--- config.mk ---
export PLATFORM = sky130hd
export DESIGN_NAME = if_fetch_stage
export DESIGN_NICKNAME = d
export VERILOG_FILES = /design/src/rtl/if_fetch_stage.sv
export SDC_FILE = /design/constraint.sdc
export NUM_CORES = 1
export LEC_CHECK = 0
export ABC_CLOCK_PERIOD_IN_PS = 1800
export CAP_MARGIN = 20
export CORE_MARGIN = 5
export CORE_UTILIZATION = 50
export CTS_CLUSTER_SIZE = 8
export DETAILED_ROUTE_END_ITERATION = 8
export HOLD_SLACK_MARGIN = 0.06
export PLACE_DENSITY = 0.81
export SLEW_MARGIN = 0
export SYNTH_ARGS = -nofsm -noshare
export SYNTH_HDL_FRONTEND = slang
export SYNTH_SLANG_ARGS = --single-unit
--- constraint.sdc ---
create_clock -name clk -period 1.8 [get_ports clk]
set_input_delay 0.27 -clock clk [delete_from_list [all_inputs] [get_ports clk]]
set_output_delay 0.27 -clock clk [all_outputs]
set_load 0.1 [all_outputs]
--- src/rtl/if_fetch_stage.sv ---
`default_nettype none
// ============================================================================
// Module   : if_fetch_stage
// Brief    : Instruction-fetch stage: PC register, imem request handshake,
//            one-entry skid buffer and IF/ID pipeline register.
// Revision : 1.0  initial release
// ============================================================================
module if_fetch_stage #(
    parameter logic [31:0] RESET_PC  = 32'h0000_3000,
    parameter logic [31:0] NOP_INSTR = 32'h0000_0000
) (
    input  logic        clk,
    input  logic        rstn,
    input  logic [31:0] new_pc,
    input  logic        id_stall,
    input  logic        if_flush,
    output logic        imem_req,
    output logic [31:0] imem_addr,
    input  logic        imem_ready,
    input  logic [31:0] imem_rdata,
    output logic [31:0] pc_out,
    output logic [31:0] id_pc,
    output logic [31:0] id_instr,
    output logic        id_valid,
    output logic        fetch_busy
);

    localparam logic [0:0] S_REQ  = 1'b0;
    localparam logic [0:0] S_HELD = 1'b1;

    logic [0:0]  state_q, state_d;
    logic        req_en_q;
    logic [31:0] pc_q, pc_d;
    logic        kill_q, kill_d;
    logic [31:0] redir_pc_q, redir_pc_d;
    logic [31:0] hold_pc_q, hold_pc_d;
    logic [31:0] hold_instr_q, hold_instr_d;
    logic [31:0] id_pc_q, id_pc_d;
    logic [31:0] id_instr_q, id_instr_d;
    logic        id_valid_q, id_valid_d;
    logic        bubble;
    logic [31:0] new_pc_al;
    logic        unused_pc_bits;

    assign new_pc_al      = {new_pc[31:2], 2'b00};
    assign unused_pc_bits = ^new_pc[1:0];

    always_ff @(posedge clk or negedge rstn) begin
        if (!rstn) begin
            state_q      <= S_REQ;
            req_en_q     <= 1'b0;
            pc_q         <= RESET_PC;
            kill_q       <= 1'b0;
            redir_pc_q   <= 32'h0;
            hold_pc_q    <= 32'h0;
            hold_instr_q <= 32'h0;
            id_pc_q      <= 32'h0;
            id_instr_q   <= NOP_INSTR;
            id_valid_q   <= 1'b0;
        end else begin
            state_q      <= state_d;
            req_en_q     <= 1'b1;
            pc_q         <= pc_d;
            kill_q       <= kill_d;
            redir_pc_q   <= redir_pc_d;
            hold_pc_q    <= hold_pc_d;
            hold_instr_q <= hold_instr_d;
            id_pc_q      <= id_pc_d;
            id_instr_q   <= id_instr_d;
            id_valid_q   <= id_valid_d;
        end
    end

    // Nothing moves until the first edge after reset release, when the
    // request line first goes high.
    always_comb begin
        state_d      = state_q;
        pc_d         = pc_q;
        kill_d       = kill_q;
        redir_pc_d   = redir_pc_q;
        hold_pc_d    = hold_pc_q;
        hold_instr_d = hold_instr_q;
        id_pc_d      = id_pc_q;
        id_instr_d   = id_instr_q;
        id_valid_d   = id_valid_q;
        bubble       = 1'b0;
        if (req_en_q) begin
            case (state_q)
                S_REQ: begin
                    if (imem_ready) begin
                        if (if_flush) begin
                            bubble = 1'b1;
                            pc_d   = new_pc_al;
                            kill_d = 1'b0;
                        end else if (kill_q) begin
                            bubble = 1'b1;
                            pc_d   = redir_pc_q;
                            kill_d = 1'b0;
                        end else if (id_stall) begin
                            hold_pc_d    = pc_q;
                            hold_instr_d = imem_rdata;
                            state_d      = S_HELD;
                        end else begin
                            id_pc_d    = pc_q;
                            id_instr_d = imem_rdata;
                            id_valid_d = 1'b1;
                            pc_d       = new_pc_al;
                        end
                    end else if (if_flush) begin
                        // Address must stay stable; remember the target and
                        // drop the in-flight response when it arrives.
                        kill_d     = 1'b1;
                        redir_pc_d = new_pc_al;
                        bubble     = 1'b1;
                    end else if (!id_stall) begin
                        bubble = 1'b1;
                    end
                end
                S_HELD: begin
                    if (if_flush) begin
                        bubble  = 1'b1;
                        pc_d    = new_pc_al;
                        state_d = S_REQ;
                    end else if (!id_stall) begin
                        id_pc_d    = hold_pc_q;
                        id_instr_d = hold_instr_q;
                        id_valid_d = 1'b1;
                        pc_d       = new_pc_al;
                        state_d    = S_REQ;
                    end
                end
                default: state_d = S_REQ;
            endcase
        end
        if (bubble) begin
            id_pc_d    = 32'h0;
            id_instr_d = NOP_INSTR;
            id_valid_d = 1'b0;
        end
    end

    always_comb begin
        imem_req   = req_en_q && (state_q == S_REQ);
        imem_addr  = pc_q;
        fetch_busy = imem_req && !imem_ready;
    end

    assign pc_out   = pc_q;
    assign id_pc    = id_pc_q;
    assign id_instr = id_instr_q;
    assign id_valid = id_valid_q;

endmodule
`default_nettype wire

==> results.yml <==
global_route:
  grt_overflow_total: 0
  grt_pass1_vias: 6494
  grt_max_degree: 52
  antenna_found_initial: 1
  grt_usage_pct: 22.12
  grt_pass1_wl_microns: 34490
setup_path:
  worstSetupPathType: "reg2reg"
  crit_fanout: 16
  required_ns: 2.14
  r2r_slack_ns: 0.01
  r2r_cells: 4
  critPathArrivalTime_ns: 2.13
  r2r-start: "state_q"
  r2r-end: "imem_addr[26]"
  cp-end-kind: "register"
  critPathLaunchType: "register"
pwr:
  netSwitchingPower_mw: 7.158
  powerDensity_nw_per_um2: 1520
  p_seq_share_pct: 36.2
  comb_power_share_pct: 41.1
  power.share.clock_pct: 22.6
  p_int_mw: 10.59
  p_leak_nw: 5.169
  switching_share_pct: 40.33
  vdd_drop_max_uv: 1023
die:
  floorplan.die.height_microns: 138.0
  die_area_sq_um: 19050
  initial_core_util_pct: 51.23
  rows: 46
  io_pins: 200
  die_x_microns: 138.0
  core_area_sq_um: 16000
clocking:
  cts_setup_buffers: 0
  clockBufferDepth: 2
  clkTransAtPathRegs_ns: 0.07
  cts_root_buf: "clkbuf_16"
  clkLatencyLatePin_ns: 0.43
  cts.sinks: 194
  htreeDepth: 4
  numCtsBuffers: 17
  tritoncts: "yes"
detailed_routing:
  wl_per_cell_microns: 19.56
  vias: 5947
  drc_errors: 0
  routed_wl_microns: 21050
  dr.pass1.iters: 5
  viasPerCell: 5.527
  first_iter_violations: 312
  ant_nets: 0
timing:
  relSlewSlack_pct: 47.00
  worst-slew-pin-transition_ns: 0.7949
  fmax_ghz: 0.5591
  fin_tns_setup_ns: 0
  setup_violations: 0
  fin_skew_ns: 0.01026
  fin_crit_sh_pct: 99.37
  rsz0062_at_grt: "false"
  hold_viol_final: 0
  fin_crit_ns: 1.789
  drv_slew: 0
placed_design:
  postPlaceCellArea_sq_um: 10980
  place.port_buffers: 197
  place_congestion: 0.8035
  dp_hpwl_microns: 14510
synth:
  syn_avg_cell_area_sq_um: 12.13
  synth_area_sq_um: 8197
  yosysSeqAreaShare_pct: 59.26
  synth_nets: 745
  ys_seq_elements: 194
  yosysUniqueCellTypes: 29
  ys_warn_count: 0
  syn-instance-count: 676
finish:
  multi_input_area_sq_um: 2959
  fin_area_sq_um: 11670
  final_net_count: 916
  area_growth_pct: 42.44
  most-common-layout-cells: "dfrtp_1, mux2_2, buf_12"
  antenna_cells: 0
  fillers: 1068
  seqCellArea_sq_um: 4861
  final_common_cell: "dfrtp_1"
  drive_gt1_share_pct: 34.19
min_path:
  hold_class: "in2async"
status:
  status: "finished, final reports clean"
job:
  drv_cap: 0
worst max-delay path, stage by stage, from the launching register on:
cell and delay [ns]:
dfrtp_4 0.50, nand2b_1 0.27, a21oi_4 0.56, o22ai_1 0.19, nor2_1 0.16
metrics by stage:
stage	hold slack [ns]	instances	util (%)	worst slack (ns)	power [mW]
5_1_grt	0.3934	1076	72.97	0.02042	18.38
4_1_cts	0.3806	1076	72.84	0.0003761	17.87
6_report	0.3565	1076	72.97	0.01136	17.75
2_1_floorplan	-0.02559	676	-	0.03478	11.19
3_3_place_gp	0.2551	1042	68.64	-0.1763	13.51
3_5_place_dp	0.2611	1042	68.64	-0.2993	13.78
how the worst max path moves through the flow:
stage	end	cells past startpoint	slack, ns	startpoint
4_1_cts	imem_addr[26]	4	0.0004	state_q
3_5_place_dp	imem_addr[26]	5	-0.30	imem_ready
3_3_place_gp	imem_addr[12]	5	-0.18	id_stall
2_1_floorplan	fetch_busy	3	0.03	state_q
5_1_grt	imem_addr[26]	4	0.02	state_q
6_report	imem_addr[26]	4	0.01	state_q
registers in the layout, indices dropped and copies added (netlist names):
register,flops
id_valid,1
id_instr,32
hold_instr_q,32
kill_q,1
id_pc,32
req_en_q,1
imem_addr,32
hold_pc_q,32
state_q,1
redir_pc_q,30
per-layer routing:
metal  vias to the layer above  track usage [%]  routed length [microns]
met4                         2            6.656                      293
li1                       2679                -                        -
met5                         -                0                       18
met2                       205            38.10                    10960
met1                      3030            26.78                     8498
met3                        31            6.931                     1283
synth_stat cells:
| cell type | instances | area share [%] |
|---|---|---|
| clkbuf_2 | 4 | 0.24 |
| dfstp_2 | 2 | 0.64 |
| o21ai_0 | 54 | 3.3 |
| mux2i_1 | 64 | 7.8 |
| nor2b_1 | 4 | 0.31 |
| buf_2 | 28 | 1.7 |
| o22ai_1 | 30 | 2.3 |
| o211ai_1 | 1 | 0.092 |
| nand2_1 | 65 | 3.0 |
| and2b_1 | 1 | 0.092 |
| mux2_2 | 90 | 12 |
| inv_1 | 1 | 0.046 |
| nor3_1 | 31 | 1.9 |
| and3b_1 | 1 | 0.11 |
| buf_1 | 1 | 0.046 |
| inv_2 | 1 | 0.046 |
| nand2b_1 | 5 | 0.38 |
| nand3_1 | 2 | 0.12 |
| mux2_1 | 4 | 0.55 |
| a21oi_1 | 6 | 0.37 |
| clkbuf_1 | 10 | 0.46 |
| o21ai_2 | 1 | 0.11 |
| o21ai_1 | 11 | 0.67 |
| dfrtp_1 | 192 | 59 |
| conb_1 | 1 | 0.046 |
| nand3_4 | 1 | 0.21 |
| nor2_1 | 32 | 1.5 |
| o311ai_0 | 1 | 0.11 |
| buf_4 | 32 | 2.9 |
power by group through the flow:
stage | Sequential, mW | Clock (mW) | Combinational (mW)
after floorplan | 8.14 | 0 | 3.05
after global placement | 6.37 | 0 | 7.14
after detailed placement | 6.49 | 0 | 7.29
after CTS | 6.43 | 4.09 | 7.35
after global routing | 6.58 | 4.23 | 7.58
final | 6.43 | 4.02 | 7.30
cells by family after synthesis:
| family | after synthesis | share of synthesized area, % |
|---|---|---|
| buf+inv | 77 | 5.480 |
| compound gates | 104 | 6.930 |
| mux | 158 | 20.73 |
| other cells | 1 | 0.04575 |
| flops | 194 | 59.26 |
| simple gates | 142 | 7.556 |
what timing repair did:
| action | CTS | global route |
|---|---|---|
| cloned | 1 | 0 |
| resized for setup | 4 | 5 |
| endpoints found under the hold margin | 44 | 0 |
| hold buffers | 1 | 0 |
| pin swaps | 1 | 0 |
| endpoints found under the setup margin | 25 | 16 |
final cells by class:
cell class / count / share of cell area, %
Clock buffer: 23 / 4.180
Clock inverter: 9 / 1.297
Timing Repair Buffer: 226 / 25.14
Sequential cell: 194 / 41.64
Tap cell: 216 / 2.315
Inverter: 2 / 0.08574
Multi-Input combinational cell: 406 / 25.35
Power figures use the tool's default switching activity.
